--- config.mk ---
export PLATFORM = sky130hd
export DESIGN_NAME = bin_to_bcd_display
export DESIGN_NICKNAME = d
export VERILOG_FILES = /design/src/rtl/bin_to_bcd_display.sv
export SDC_FILE = /design/constraint.sdc
export NUM_CORES = 1
export LEC_CHECK = 0
export BUFFER_PORTS_ARGS = -buffer_cell sky130_fd_sc_hd__buf_2
export CAP_MARGIN = 20
export CORE_ASPECT_RATIO = 1.2
export CORE_MARGIN = 5
export CORE_UTILIZATION = 25
export DETAILED_ROUTE_END_ITERATION = 12
export GPL_ROUTABILITY_DRIVEN = 1
export PLACE_DENSITY = 0.48
export SYNTH_ARGS = -nofsm -noshare
export SYNTH_HDL_FRONTEND = slang
export SYNTH_SLANG_ARGS = --single-unit
--- constraint.sdc ---
create_clock -name clk -period 3.7 [get_ports clk]
set_clock_uncertainty 0.1 [all_clocks]
set_input_delay 0.37 -clock clk [delete_from_list [all_inputs] [get_ports clk]]
set_output_delay 0.37 -clock clk [all_outputs]
set_load 0.01 [all_outputs]
--- src/rtl/bin_to_bcd_display.sv ---
// Sequential binary-to-BCD converter (shift-add-3) feeding a 3-digit
// multiplexed common-anode 7-segment display with leading-zero blanking.
module bin_to_bcd_display #(
  parameter int REFRESH_CYCLES = 50000
) (
  input  logic        clk,
  input  logic        reset,
  input  logic [7:0]  din,
  input  logic        load,
  output logic        busy,
  output logic        bcd_valid,
  output logic [11:0] bcd,
  output logic [6:0]  seg,
  output logic [2:0]  an
);

  localparam int             RW           = $clog2(REFRESH_CYCLES);
  localparam logic [RW-1:0]  REFRESH_LAST = RW'(REFRESH_CYCLES - 1);

  localparam logic ST_IDLE = 1'b0;
  localparam logic ST_CONV = 1'b1;

  logic          r_state;
  logic [19:0]   r_shift;
  logic [2:0]    r_iter;
  logic [11:0]   r_bcd;
  logic          r_valid;
  logic [RW-1:0] r_refresh;
  logic [1:0]    r_idx;

  logic [19:0]   w_adj;
  logic [19:0]   w_shifted;
  logic [3:0]    w_nibble;
  logic          w_blank;
  logic [6:0]    w_glyph;

  function automatic logic [3:0] add3(input logic [3:0] n);
    return (n >= 4'd5) ? n + 4'd3 : n;
  endfunction

  // All BCD nibbles are corrected in parallel before the shift.
  always_comb begin
    w_adj     = {add3(r_shift[19:16]), add3(r_shift[15:12]),
                 add3(r_shift[11:8]), r_shift[7:0]};
    w_shifted = {w_adj[18:0], 1'b0};
  end

  always_ff @(posedge clk) begin
    if (reset) begin
      r_state <= ST_IDLE;
      r_shift <= '0;
      r_iter  <= '0;
      r_bcd   <= '0;
      r_valid <= 1'b0;
    end else begin
      r_valid <= 1'b0;
      case (r_state)
        ST_IDLE: begin
          if (load) begin
            r_shift <= {12'b0, din};
            r_iter  <= '0;
            r_state <= ST_CONV;
          end
        end
        default: begin
          r_shift <= w_shifted;
          r_iter  <= r_iter + 3'd1;
          if (r_iter == 3'd7) begin
            r_bcd   <= w_shifted[19:8];
            r_valid <= 1'b1;
            r_state <= ST_IDLE;
          end
        end
      endcase
    end
  end

  // Scan runs free of the converter so the display never stalls.
  always_ff @(posedge clk) begin
    if (reset) begin
      r_refresh <= '0;
      r_idx     <= '0;
    end else if (r_refresh == REFRESH_LAST) begin
      r_refresh <= '0;
      r_idx     <= (r_idx == 2'd2) ? 2'd0 : r_idx + 2'd1;
    end else begin
      r_refresh <= r_refresh + RW'(1);
    end
  end

  always_comb begin
    w_nibble = r_bcd[3:0];
    w_blank  = 1'b0;
    case (r_idx)
      2'd1: begin
        w_nibble = r_bcd[7:4];
        w_blank  = (r_bcd[11:8] == 4'd0) && (r_bcd[7:4] == 4'd0);
      end
      2'd2: begin
        w_nibble = r_bcd[11:8];
        w_blank  = (r_bcd[11:8] == 4'd0);
      end
      default: begin
        w_nibble = r_bcd[3:0];
        w_blank  = 1'b0;
      end
    endcase
  end

  always_comb begin
    w_glyph = 7'b1111111;
    case (w_nibble)
      4'd0: w_glyph = 7'b1000000;
      4'd1: w_glyph = 7'b1111001;
      4'd2: w_glyph = 7'b0100100;
      4'd3: w_glyph = 7'b0110000;
      4'd4: w_glyph = 7'b0011001;
      4'd5: w_glyph = 7'b0010010;
      4'd6: w_glyph = 7'b0000010;
      4'd7: w_glyph = 7'b1111000;
      4'd8: w_glyph = 7'b0000000;
      4'd9: w_glyph = 7'b0010000;
      default: w_glyph = 7'b1111111;
    endcase
  end

  assign busy      = (r_state == ST_CONV);
  assign bcd_valid = r_valid;
  assign bcd       = r_bcd;
  assign seg       = w_blank ? 7'b1111111 : w_glyph;
  assign an        = ~(3'b001 << r_idx);

endmodule

* Yosys cells after proc, flatten, opt, wreduce, memory -nomap -nowiden
Memories as Yosys holds them, arrays and structs flattened.
Cells that the tools add are included.
** Storage, ports and cells
- Register bits :: 55
- ROM bits :: 112
- Input bits :: 11
- Output and inout bits :: 24
- Memories kept :: 1
** Memory list
- (name not given) :: depth 16, width 7, rd ports 1, clocked after memory_dff 0, wr ports 0, line 112 : case (w_nibble)
** Operators by class
- Add/subtract/negate cells :: 6
- Order comparisons :: 3
- Equality and inequality tests :: 4
- Shift-type cells :: 1
- Multiplexer cells :: 15
- Bitwise gates (word level) :: 2
- Reductions and logical operators :: 8
** Operator list (number)
- $mux 20 :: 2
- $add 16x1->16 const B :: 1
- $eq 16x16->1 const B :: 1
- $ge 4x3->1 const B :: 3
- $mux 3 :: 3
- $add 4x2->4 const B :: 2
- $logic_not 4->1 :: 2
- $mux 4 :: 2
- $pmux 4 s2 :: 1
- $mux 7 :: 1
- $reduce_or 2->1 :: 3
- $mux 1 :: 4
- $add 3x1->3 const B :: 1
- $add 3x2->3 const B :: 1
- $eq 3x3->1 const B :: 1
- $not 3->3 :: 1
- $shl 1x2->3 const A :: 1
- $add 2x1->2 const B :: 1
- $eq 2x1->1 const B :: 1
- $eq 2x2->1 const B :: 1
- $mux 2 :: 1
- $pmux 1 s2 :: 1
- $reduce_and 2->1 :: 1
- $reduce_bool 2->1 :: 1
- other kinds (2) :: 2

* Depth between registers and ports, before layout
Gate-level depths: netlist of the first run.
- Depth after elaboration :: 4
- Depth in mapped cells :: 9

* Worst setup path after synthesis of the first run
No wires, ideal clock.
- Path kind :: register to output
- Start point :: register r_idx[0]
- End point :: output port seg[5]
- Arrival :: 1.831 ns
- Required time :: 3.230 ns
- Slack :: 1.399 ns
- Stages on the path, launching flop included :: 9
- Buffers on the path :: 1
- Path through :: dfxtp_1 > inv_1 > ha_1 > buf_4 > mux2i_1 > inv_1 > ha_1 > nor3_1 > o21ai_0
** On the way
- Word-level cells in the longest chain between the ends :: 4
** RTL lines
- from (decl) :: line 29 : logic [1:0] r_idx;
- from (signal assigned) :: line 85 : r_idx <= (r_idx == 2'd2) ? 2'd0 : r_idx + 2'd1;
- $eq 2x2->1 / $eq 2x1->1 (equally long branches) :: line 94 : case (r_idx)
- $pmux 4 s2 :: line 94
- $mem_v2 16x7
- $mux 7 * :: line 130 : assign seg = w_blank ? 7'b1111111 : w_glyph;
- to (decl) :: line 13 : output logic [6:0] seg,
Mark *: on every way between the ends. The rest lies on a longest branch, timed or not.

* Final worst setup path of the first run
- Start point :: register r_idx[0]
- End point :: output port seg[6]
The elaborated chain is that of the path after synthesis.

==> qor.csv, run 1 <==
metric,value,unit
outcome,completed,
wire length of the first global-routing pass,10300,um
switching share of power,0.226,
Comb power frac,0.049,
TritonCTS clock tree,done,
number of clock sinks,55,
area of the die,0.0135,mm2
met3 track demand over resource in global routing,0.0274,
via-per-instance ratio,4.69,
GRT Total Usage,0.0924,
Post-DRT Antenna Nets,0,
critical path data required time,3.23,ns
most crowded layer after global routing,met2,
clock share of power,0.423,
IO buf count,34,
clock transition time at the flip-flop clock pins of the worst setup and hold paths,0.07,ns
routability cong.,0.799,
number of enable-type register cells in the synthesized netlist,0,
detail-routed net length per standard cell,12.1,um
internal power contribution,0.893,mW
maximum ir drop on the vdd rail,159,uV
largest driver fanout on the critical path,9,
vias in the first global route,2227,
Slew HR,0.342,
actual transition at the worst max-transition pin,0.987,ns
met2 Track Usage GR,0.152,
pin count of the biggest net entering global routing,48,
cell type with the largest total area after synthesis,sky130_fd_sc_hd__dfxtp_1,
post-synthesis async set-or-reset flop share,0,
power share of the sequential group,0.528,
critical path class,reg -> out,
largest cells by area after synthesis,"sky130_fd_sc_hd__dfxtp_1, sky130_fd_sc_hd__ha_1, sky130_fd_sc_hd__nor2_1",
power per cell area,355,mW/mm2
longest individual stage delay on the worst path,0.52,ns
number of buffers inserted during clock tree synthesis,5,
Worst Setup End Kind,output pin,
antenna diode count,0,
hold-fix buffer count after cts,0,
number of violations of the max-capacitance limit,0,
Root Buffer Master,sky130_fd_sc_hd__clkbuf_16,
Mapped Avg Cell Area,8.64,um2
Initial Utilization,0.255,
cell types with the highest counts after synthesis,"sky130_fd_sc_hd__dfxtp_1, sky130_fd_sc_hd__nor2_1, sky130_fd_sc_hd__a21oi_1",
Synth Flop Type,sky130_fd_sc_hd__dfxtp_1,
Final Hold Fails,0,
H-tree levels,2,
dominant cell by count in the synthesized netlist,sky130_fd_sc_hd__dfxtp_1,
net load switching power,0.260,mW
arrival time at the worst endpoint,2.51,ns
Seq cells post-synth,55,
total via count after detailed routing,2290,
setup repair after global routing missed its margin,no,
placed wire-length estimate after detailed placement,4320,um
detailed-route DRC error count,0,
final sum of negative setup slack,0,ns
"worst slack, placed",1.01,ns
post-cts sizing count,0,
top-area cell type share of the netlist area,0.391,
final critical-path required period,2.98,ns
Placement Rows,42,
fraction of layout cells with a size suffix above 1,0.157,
initial antenna violation count,0,
cell-by-cell trace of the critical path,inv_1 > ha_1 > mux2i_1 > inv_1 > ha_1 > nor3_1 > o21ai_0 > buf_2,
Leak Pwr,1.33,nW
Pre-Repair DR Iteration Count,4,
routed wire length,5910,um
worst slack on hold paths,0.284,ns
critical-path cell with the highest stage delay,sky130_fd_sc_hd__ha_1,
startpoint class of the critical path,register,
Hold WC Path Type,in -> reg,
maximum operating frequency,336,MHz
Final #Nets,383,
core footprint,0.0110,mm2
part of the cycle the worst path needs,0.804,
proportion of synthesized chip area in sequential cells,0.391,
IO Count,35,
post-synthesis cell count,326,
signed area change from the synthesized netlist to the final layout,15.3,%
number of endpoints failing setup at the final stage,0,
buffers inserted during post-CTS setup optimization,0,
cell area after technology mapping,0.00282,mm2
maximum buffer depth of the clock tree,2,
Max Slew Vio Count,0,
die extent in y,126,um
count of synthesis-stage warnings from yosys,0,
clock latency on the worst-skew pair,0.29,ns
nets in the synthesized netlist,354,
die boundary width,107,um
GR Overflow Total,0,
number of DRC violations after detailed-routing iteration 0,130,
"Worst Setup Slack, final",0.723,ns
number of unique standard cell types used by synthesis,45,
met1 demand-to-capacity share in global routing,0.113,
-- through the flow --
| stage | util | total power, mW | area [um2] | instances |
|---|---|---|---|---|
| floorplan | - | 0.666 | 2820 | 326 |
| global placement | 0.280 | 0.680 | 3090 | 480 |
| detailed placement | 0.280 | 0.681 | 3090 | 480 |
| CTS | 0.294 | 1.18 | 3250 | 488 |
| global route | 0.294 | 1.22 | 3250 | 488 |
| finish | 0.294 | 1.15 | 3250 | 488 |
-- final cells by class --
type / count / area (um2)
well taps: 132 / 165
clock buffers: 6 / 139
multi-input cells: 241 / 1590
clock inverters: 2 / 16.3
repair buffers: 35 / 178
fillers: 1200 / 7790
flip-flops and latches: 55 / 1100
inverters: 17 / 63.8
-- power groups by stage --
| stage | Combinational, mW | Sequential, mW | Clock [mW] |
|---|---|---|---|
| 2_1_floorplan | 0.0447 | 0.621 | 0 |
| 3_3_place_gp | 0.0573 | 0.623 | 0 |
| 3_5_place_dp | 0.0578 | 0.623 | 0 |
| 4_1_cts | 0.0578 | 0.609 | 0.513 |
| 5_1_grt | 0.0659 | 0.610 | 0.543 |
| 6_report | 0.0562 | 0.609 | 0.488 |
-- flip-flops by register name, summed over array words and instances, names as in the netlist --
name and flops:
bcd 12, bcd_valid 1, busy 1, r_idx 2
r_iter 3, r_refresh 16, r_shift 20
-- cell families after synthesis --
group,count (synthesis),synth area share
simple gates,127,0.241
compound gates,64,0.137
flops,55,0.391
buf+inv,30,0.0462
xor+xnor,18,0.0559
fa+ha+maj,17,0.0755
mux,15,0.0533
-- routing by layer --
metal	up-vias	share of wire
met5	-	0
li1	1169	-
met1	1073	0.46
met3	8	0.050
met2	40	0.47
met4	0	0.020
-- cell usage in the layout (no fill, tap or decap), types with 3 or more instances in the layout --
master | netlist | layout
sky130_fd_sc_hd__o21ai_0 | 14 | 14
sky130_fd_sc_hd__dfxtp_1 | 55 | 55
sky130_fd_sc_hd__nor3_1 | 9 | 9
sky130_fd_sc_hd__inv_1 | 16 | 16
sky130_fd_sc_hd__nand3_1 | 6 | 6
sky130_fd_sc_hd__a22oi_1 | 3 | 3
sky130_fd_sc_hd__clkbuf_16 | 0 | 5
sky130_fd_sc_hd__buf_2 | 5 | 34
sky130_fd_sc_hd__a22o_1 | 8 | 8
sky130_fd_sc_hd__xor2_1 | 6 | 6
sky130_fd_sc_hd__mux2i_1 | 15 | 15
sky130_fd_sc_hd__nand4_1 | 3 | 3
sky130_fd_sc_hd__xnor2_1 | 12 | 12
sky130_fd_sc_hd__nand2_1 | 18 | 18
sky130_fd_sc_hd__a21oi_1 | 32 | 32
sky130_fd_sc_hd__nor3b_1 | 13 | 13
sky130_fd_sc_hd__ha_1 | 17 | 17
sky130_fd_sc_hd__nor2_1 | 52 | 52
sky130_fd_sc_hd__nand2b_1 | 5 | 5
-- critical path: cells and delay by family (launching register included) --
kind	cells	cell delay, ns
AO/OA/AOI/OAI	1	0.11
adder cells (fa/ha/maj)	2	0.72
buffers and inverters	3	0.34
flip-flops	1	0.37
multiplexers	1	0.46
AND/OR/NAND/NOR	1	0.22
-- worst paths after layout --
| path | from | end | slack (ns) | cells past startpoint |
|---|---|---|---|---|
| max | r_idx[0] | seg[6] | 0.72 | 8 |
| min | din[0] | r_shift[0] | 0.28 | 3 |
| max reg2reg | r_iter[0] | bcd[1] | 1.79 | 4 |
| min reg2reg | r_refresh[0] | r_refresh[0] | 0.37 | 1 |
No activity file was read; power rests on OpenSTA's default activity.
==> run 2, diff against run 1 <==
--- a/config.mk
+++ b/config.mk
@@ -12,7 +12,7 @@
 export CORE_UTILIZATION = 25
 export DETAILED_ROUTE_END_ITERATION = 12
 export GPL_ROUTABILITY_DRIVEN = 1
-export PLACE_DENSITY = 0.48
+export PLACE_DENSITY = 0.49
 export SYNTH_ARGS = -nofsm -noshare
 export SYNTH_HDL_FRONTEND = slang
 export SYNTH_SLANG_ARGS = --single-unit
==> constraint.sdc (replaced) <==
create_clock -name clk -period 2.4 [get_ports clk]
set_clock_uncertainty 0.1 [all_clocks]
set_input_delay 0.24 -clock clk [delete_from_list [all_inputs] [get_ports clk]]
set_output_delay 0.24 -clock clk [all_outputs]
set_load 0.01 [all_outputs]
==> run 2 against run 1 <==
Against the previous run: die area is the same; clock power grew 49%; power up 52%; design area rose by 6.4%; highest routed layer unchanged.
==> qor.csv, run 2 (synthesis results as in run 1) <==
metric,value,unit,change
signed area change from the synthesized netlist to the final layout,22.6,%,was 15.3%
pin count of the biggest net entering global routing,21,,was 48
met1 demand-to-capacity share in global routing,0.119,,was 0.113
IO Count,35,,unchanged
critical path class,reg -> out,,unchanged
most crowded layer after global routing,met2,,unchanged
DP Cell Count,486,,was 480
via-per-instance ratio,4.67,,was 4.69
H-tree levels,2,,unchanged
filler cell count,1182,,was 1200
number of clock sinks,55,,unchanged
Leak Pwr,1.42,nW,was 1.33 nW
Comb power frac,0.050,,was 0.049
Root Buffer Master,sky130_fd_sc_hd__clkbuf_16,,unchanged
clock transition time at the flip-flop clock pins of the worst setup and hold paths,0.07,ns,about the same
part of the cycle the worst path needs,0.973,,
core footprint,0.0110,mm2,unchanged
power per cell area,508,mW/mm2,was 355 mW/mm2
Pre-Repair DR Iteration Count,4,,unchanged
GR Overflow Total,0,,unchanged
core occupancy in the finished layout,0.313,,was 0.294
maximum operating frequency,428,MHz,
"flip-flop count of the largest register, all copies and words added",20,,unchanged
routed wire length,6390,um,was 5910 um
die boundary width,107,um,unchanged
fraction of layout cells with a size suffix above 1,0.232,,was 0.157
met2 Track Usage GR,0.156,,was 0.152
placed wire-length estimate after detailed placement,4650,um,was 4320 um
register cell area after layout,0.00111,mm2,was 0.00110 mm2
Hold WC Path Type,in -> reg,,unchanged
Post-DRT Antenna Nets,0,,unchanged
actual transition at the worst max-transition pin,0.472,ns,was 0.987 ns
final critical-path required period,2.34,ns,
arrival time at the worst endpoint,2.00,ns,was 2.51 ns
GRT Total Usage,0.0962,,was 0.0924
detail-routed net length per standard cell,12.7,um,was 12.1 um
die extent in y,126,um,unchanged
initial antenna violation count,0,,unchanged
detailed-route DRC error count,0,,unchanged
maximum buffer depth of the clock tree,2,,unchanged
Biggest register,r_shift,,unchanged
Slew HR,0.685,,was 0.342
internal power contribution,1.35,mW,was 0.893 mW
startpoint class of the critical path,register,,unchanged
final sum of negative setup slack,0,ns,unchanged
number of violations of the max-capacitance limit,0,,unchanged
most frequent cells in the layout,"sky130_fd_sc_hd__dfxtp_1, sky130_fd_sc_hd__nor2_1, sky130_fd_sc_hd__buf_2, sky130_fd_sc_hd__a21oi_1, sky130_fd_sc_hd__nand2_1",,unchanged
area of the die,0.0135,mm2,unchanged
Initial Utilization,0.255,,unchanged
Max Slew Vio Count,0,,unchanged
wire length of the first global-routing pass,10700,um,was 10300 um
critical path data required time,2.06,ns,was 3.23 ns
most common library cell in the layout ignoring fill and taps,sky130_fd_sc_hd__dfxtp_1,,unchanged
hold-fix buffer count after cts,0,,unchanged
IO buf count,34,,unchanged
met3 track demand over resource in global routing,0.0218,,was 0.0274
vias in the first global route,2267,,was 2227
clock latency on the worst-skew pair,0.30,ns,was 0.29 ns
number of endpoints failing setup at the final stage,0,,unchanged
Final #Nets,397,,was 383
switching share of power,0.231,,was 0.226
combined area of the multi-input logic cells,0.00167,mm2,was 0.00159 mm2
routability cong.,0.837,,was 0.799
final non-filler cell total,502,,was 488
number of buffers inserted during clock tree synthesis,5,,unchanged
antenna diode count,0,,unchanged
Worst Setup End Kind,output pin,,unchanged
TritonCTS clock tree,done,,unchanged
clock share of power,0.415,,was 0.423
net load switching power,0.406,mW,was 0.260 mW
number of DRC violations after detailed-routing iteration 0,69,,was 130
total via count after detailed routing,2346,,was 2290
setup repair after global routing missed its margin,yes,,was no
Final Hold Fails,0,,unchanged
power share of the sequential group,0.535,,was 0.528
largest driver fanout on the critical path,8,,was 9
maximum ir drop on the vdd rail,273,uV,was 159 uV
outcome,completed,,unchanged
worst slack on hold paths,0.144,ns,was 0.284 ns
Placement Rows,42,,unchanged
[run 2: cell type report]
cell class | instances | share of cell area
Multi-Input combinational cell | 241 | 0.484
Sequential cell | 55 | 0.321
Timing Repair Buffer | 49 | 0.0840
Tap cell | 132 | 0.0478
Clock buffer | 5 | 0.0362
Inverter | 17 | 0.0199
Clock inverter | 3 | 0.00724
[run 2: through the flow]
stage	cell area, um2	total power [mW]	worst slack, ns
4_1_cts	3370	1.80	0.000382
3_5_place_dp	3140	1.05	0.0840
6_report	3460	1.76	0.0644
2_1_floorplan	2820	1.03	0.229
3_3_place_gp	3140	1.05	0.140
5_1_grt	3460	1.85	-0.0430
[run 2: routing by layer]
layer / vias to the layer above / wire length (um) / share of wire
li1: 1208 / - / -
met1: 1071 / 2890 / 0.45
met2: 52 / 3030 / 0.47
met3: 15 / 239 / 0.037
met4: 0 / 230 / 0.036
met5: - / 0 / 0
[run 2: repair_timing]
action / CTS / global route
endpoints found under the setup margin: 7 / 7
pin swaps: 2 / 10
buffers inserted: 4 / 4
gates resized for setup: 15 / 15
cloned: 0 / 0
[run 2: critical path: stages (launching register included)]
cell and delay (ns):
sky130_fd_sc_hd__dfxtp_4 0.39, sky130_fd_sc_hd__inv_4 0.06, sky130_fd_sc_hd__ha_4 0.30, sky130_fd_sc_hd__buf_6 0.14, sky130_fd_sc_hd__nor2_4 0.05, sky130_fd_sc_hd__a21oi_4 0.24
sky130_fd_sc_hd__buf_6 0.15, sky130_fd_sc_hd__a21oi_2 0.03, sky130_fd_sc_hd__a21o_1 0.16, sky130_fd_sc_hd__nand2_1 0.07, sky130_fd_sc_hd__buf_2 0.13
[run 2: power groups by stage]
stage          logic (mW)  clock network (mW)  registers [mW]
2_1_floorplan      0.0689                   0           0.958
3_3_place_gp       0.0888                   0           0.964
3_5_place_dp       0.0904                   0           0.964
4_1_cts            0.0908               0.763           0.943
5_1_grt             0.103               0.800           0.943
6_report           0.0879               0.729           0.940
[run 2: final timing paths]
path | from | to | slack [ns] | cells past startpoint
setup / recovery | r_idx[0] | seg[2] | 0.06 | 10
hold / removal | din[0] | r_shift[0] | 0.14 | 3
setup reg to reg | r_refresh[0] | r_refresh[10] | 0.58 | 6
hold reg to reg | r_refresh[0] | r_refresh[0] | 0.37 | 1
==> run 3, diff against run 2 <==
--- a/config.mk
+++ b/config.mk
@@ -5,6 +5,7 @@
 export SDC_FILE = /design/constraint.sdc
 export NUM_CORES = 1
 export LEC_CHECK = 0
+export ABC_AREA = 1
 export BUFFER_PORTS_ARGS = -buffer_cell sky130_fd_sc_hd__buf_2
 export CAP_MARGIN = 20
 export CORE_ASPECT_RATIO = 1.2
@@ -13,6 +14,7 @@
 export DETAILED_ROUTE_END_ITERATION = 12
 export GPL_ROUTABILITY_DRIVEN = 1
 export PLACE_DENSITY = 0.49
+export SKIP_CTS_REPAIR_TIMING = 1
 export SYNTH_ARGS = -nofsm -noshare
 export SYNTH_HDL_FRONTEND = slang
 export SYNTH_SLANG_ARGS = --single-unit
==> constraint.sdc (replaced) <==
create_clock -name clk -period 2 [get_ports clk]
set_clock_uncertainty 0.1 [all_clocks]
set_input_delay 0.2 -clock clk [delete_from_list [all_inputs] [get_ports clk]]
set_output_delay 0.2 -clock clk [all_outputs]
set_load 0.01 [all_outputs]
==> run 3 against run 2 <==
Against the previous run: first-iteration DRC count rose by 94%; design area grew 6.7%; core utilization rose by 0.26 points; combinational power up 14%; critical endpoint is now seg[5]; clock power is 22% higher; sequential power grew 20%; cell count grew 25%; the run now ends with negative setup slack left; hold slack worse by 0.063 ns; routed wire length increased by 11%; critical path type unchanged; sequential cell count did not move; critical path depth up 2; setup slack got worse by 0.21 ns.
==> qor.csv, run 3 <==
metric,value,unit,change
clock transition time at the flip-flop clock pins of the worst setup and hold paths,0.07,ns,about the same
outcome,"complete, but fails checks",,was completed
slack of the worst reg-to-reg path,0.36,ns,was 0.58 ns
number of endpoints failing setup at the final stage,7,,was 0
Initial Utilization,0.256,,was 0.255
fraction of layout cells with a size suffix above 1,0.255,,was 0.232
Leak Pwr,1.51,nW,was 1.42 nW
pin count of the biggest net entering global routing,23,,was 21
maximum operating frequency,466,MHz,
actual transition at the worst max-transition pin,0.528,ns,was 0.472 ns
Placement Rows,43,,was 42
maximum ir drop on the vdd rail,361,uV,was 273 uV
largest cells by area after synthesis,"sky130_fd_sc_hd__dfxtp_1, sky130_fd_sc_hd__nand2_1, sky130_fd_sc_hd__nand3_1",,"was sky130_fd_sc_hd__dfxtp_1, sky130_fd_sc_hd__ha_1, sky130_fd_sc_hd__nor2_1"
register cell area after layout,0.00110,mm2,was 0.00111 mm2
critical path class,reg -> out,,unchanged
clock share of power,0.419,,was 0.415
part of the cycle the worst path needs,1.07,,
cell type with the largest total area after synthesis,sky130_fd_sc_hd__dfxtp_1,,unchanged
H-tree levels,2,,unchanged
Comb power frac,0.047,,was 0.050
"flip-flop count of the largest register, all copies and words added",20,,unchanged
critical-path cell with the highest stage delay,sky130_fd_sc_hd__dfxtp_2,,was sky130_fd_sc_hd__dfxtp_4
die boundary width,110,um,was 107 um
critical path data required time,1.70,ns,was 2.06 ns
detailed-route DRC error count,0,,unchanged
Worst Setup End Kind,output pin,,unchanged
most common library cell in the layout ignoring fill and taps,sky130_fd_sc_hd__nand2_1,,was sky130_fd_sc_hd__dfxtp_1
via-per-instance ratio,4.44,,was 4.67
cell types with the highest counts after synthesis,"sky130_fd_sc_hd__nand2_1, sky130_fd_sc_hd__dfxtp_1, sky130_fd_sc_hd__nand3_1",,"was sky130_fd_sc_hd__dfxtp_1, sky130_fd_sc_hd__nor2_1, sky130_fd_sc_hd__a21oi_1"
nets in the synthesized netlist,455,,was 354
wire length of the first global-routing pass,11800,um,was 10700 um
signed area change from the synthesized netlist to the final layout,23.2,%,was 22.6%
power after layout,2.12,mW,was 1.76 mW
top-area cell type share of the netlist area,0.368,,was 0.391
detail-routed net length per standard cell,11.3,um,was 12.7 um
Final Hold Fails,0,,unchanged
placed wire-length estimate after detailed placement,5370,um,was 4650 um
Final #Nets,498,,was 397
IO Count,35,,unchanged
routability cong.,0.875,,was 0.837
vias in the first global route,2640,,was 2267
initial antenna violation count,0,,unchanged
Slew HR,0.648,,was 0.685
GRT Total Usage,0.101,,was 0.0962
number of enable-type register cells in the synthesized netlist,0,,unchanged
number of violations of the max-capacitance limit,0,,unchanged
number of buffers inserted during clock tree synthesis,5,,unchanged
largest driver fanout on the critical path,5,,was 8
Root Buffer Master,sky130_fd_sc_hd__clkbuf_16,,unchanged
net load switching power,0.496,mW,was 0.406 mW
violated checks,negative setup slack,,
total via count after detailed routing,2789,,was 2346
startpoint class of the critical path,register,,unchanged
final critical-path required period,2.15,ns,
maximum buffer depth of the clock tree,2,,unchanged
Hold WC Path Type,in -> reg,,unchanged
area of the die,0.0143,mm2,was 0.0135 mm2
routed wire length,7070,um,was 6390 um
Seq cells post-synth,55,,unchanged
proportion of synthesized chip area in sequential cells,0.368,,was 0.391
"Worst Setup Slack, final",-0.148,ns,was 0.0644 ns
dominant cell by count in the synthesized netlist,sky130_fd_sc_hd__nand2_1,,was sky130_fd_sc_hd__dfxtp_1
most frequent cells in the layout,"sky130_fd_sc_hd__nand2_1, sky130_fd_sc_hd__dfxtp_1, sky130_fd_sc_hd__nand3_1, sky130_fd_sc_hd__inv_1, sky130_fd_sc_hd__buf_2",,"was sky130_fd_sc_hd__dfxtp_1, sky130_fd_sc_hd__nor2_1, sky130_fd_sc_hd__buf_2, sky130_fd_sc_hd__a21oi_1, sky130_fd_sc_hd__nand2_1"
number of DRC violations after detailed-routing iteration 0,134,,was 69
post-synthesis cell count,427,,was 326
Max Slew Vio Count,0,,unchanged
longest individual stage delay on the worst path,0.35,ns,was 0.39 ns
IO buf count,34,,unchanged
DP Area,0.00338,mm2,was 0.00314 mm2
internal power contribution,1.62,mW,was 1.35 mW
die extent in y,130,um,was 126 um
Synth Flop Type,sky130_fd_sc_hd__dfxtp_1,,unchanged
TritonCTS clock tree,done,,unchanged
switching share of power,0.235,,was 0.231
filler cell count,1276,,was 1182
Biggest register,r_shift,,unchanged
core footprint,0.0117,mm2,was 0.0110 mm2
count of synthesis-stage warnings from yosys,0,,unchanged
"worst slack, placed",-0.00713,ns,was 0.0840 ns
Pre-Repair DR Iteration Count,4,,unchanged
antenna diode count,0,,unchanged
GR Overflow Total,0,,unchanged
post-synthesis async set-or-reset flop share,0,,unchanged
arrival time at the worst endpoint,1.85,ns,was 2.00 ns
number of clock sinks,55,,unchanged
cell-by-cell trace of the critical path,inv_4 > ha_4 > inv_4 > buf_6 > nand2_2 > nand2_2 > ha_2 > inv_1 > nand2_1 > nand3_1 > nand2_1 > buf_2,,was inv_4 > ha_4 > buf_6 > nor2_4 > a21oi_4 > buf_6 > a21oi_2 > a21o_1 > nand2_1 > buf_2
cell area after technology mapping,0.00299,mm2,was 0.00282 mm2
combined area of the multi-input logic cells,0.00174,mm2,was 0.00167 mm2
setup repair after global routing missed its margin,yes,,unchanged
Final Cell Area,0.00369,mm2,was 0.00346 mm2
Post-DRT Antenna Nets,0,,unchanged
Mapped Avg Cell Area,7.01,um2,was 8.64 um2
clock latency on the worst-skew pair,0.29,ns,was 0.30 ns
power share of the sequential group,0.534,,was 0.535
power per cell area,574,mW/mm2,was 508 mW/mm2
number of unique standard cell types used by synthesis,31,,was 45
-- run 3: changes by cell type in the layout (fill, tap and decap cells not counted), moves of 8 or more --
| cell | before | now |
|---|---|---|
| sky130_fd_sc_hd__xnor2_1 | 12 | 3 |
| sky130_fd_sc_hd__nand2_2 | 1 | 15 |
| sky130_fd_sc_hd__a21oi_1 | 30 | 21 |
| sky130_fd_sc_hd__nand4_1 | 3 | 14 |
| sky130_fd_sc_hd__nor2_2 | 1 | 12 |
| sky130_fd_sc_hd__nand3_1 | 5 | 51 |
| sky130_fd_sc_hd__nor2_1 | 51 | 17 |
| sky130_fd_sc_hd__mux2i_1 | 14 | 1 |
| sky130_fd_sc_hd__nor3b_1 | 13 | 0 |
| sky130_fd_sc_hd__nand2_1 | 18 | 114 |
| sky130_fd_sc_hd__inv_1 | 14 | 41 |
| sky130_fd_sc_hd__a22o_1 | 8 | 0 |
-- run 3: cells by family (layout without fill, tap and decap cells) --
logic type | count (synthesis) | count (layout) | share of synthesized area
xor+xnor | 5 | 5 | 0.0146
simple gates | 237 | 237 | 0.365
flops | 55 | 55 | 0.368
buf+inv | 64 | 108 | 0.0907
compound gates | 48 | 48 | 0.0878
fa+ha+maj | 17 | 17 | 0.0711
mux | 1 | 1 | 0.00334
-- run 3: area by class of cell --
type                       count  area share
clock inverter                 3     0.00645
multi-input combinational    308       0.473
timing repair buffer          48      0.0788
inverter                      52      0.0553
clock buffer                   5      0.0339
sequential                    55       0.299
tap                          157      0.0533
-- run 3: routing by layer --
layer	part of all wire	vias to the layer above	track usage	routed length (um)
met5	0	-	0	0
met4	0.017	0	0.0360	120
met3	0.046	7	0.0183	322
met2	0.47	51	0.174	3330
met1	0.47	1261	0.125	3300
li1	-	1470	-	-
-- run 3: worst paths after layout --
kind | to | cells past startpoint | start
max | seg[5] | 12 | r_idx[0]
min | r_shift[0] | 3 | din[0]
max reg2reg | bcd[2] | 6 | r_iter[0]
min reg2reg | r_iter[0] | 1 | r_iter[0]
-- run 3: metrics by stage --
stage	cells	TNS (ns)	hold slack [ns]	util
after CTS	627	-2.19	0.0740	0.303
after global placement	619	0	0.348	0.290
final	628	-0.837	0.0802	0.316
after detailed placement	619	-0.00713	0.357	0.290
after global routing	628	-1.70	0.0920	0.316
after floorplan	427	0	0.275	-
-- run 3: power groups by stage --
stage	clock network (mW)	logic, mW	registers (mW)
2_1_floorplan	0	0.0790	1.15
3_3_place_gp	0	0.0998	1.15
3_5_place_dp	0	0.102	1.15
4_1_cts	0.933	0.102	1.13
5_1_grt	0.974	0.115	1.13
6_report	0.886	0.100	1.13
-- run 3: critical path, delay by kind of cell, from the launching register on --
family	cells	cell delay, ns
buf+inv	5	0.41
fa+ha+maj	2	0.48
simple gates	5	0.30
flops	1	0.35
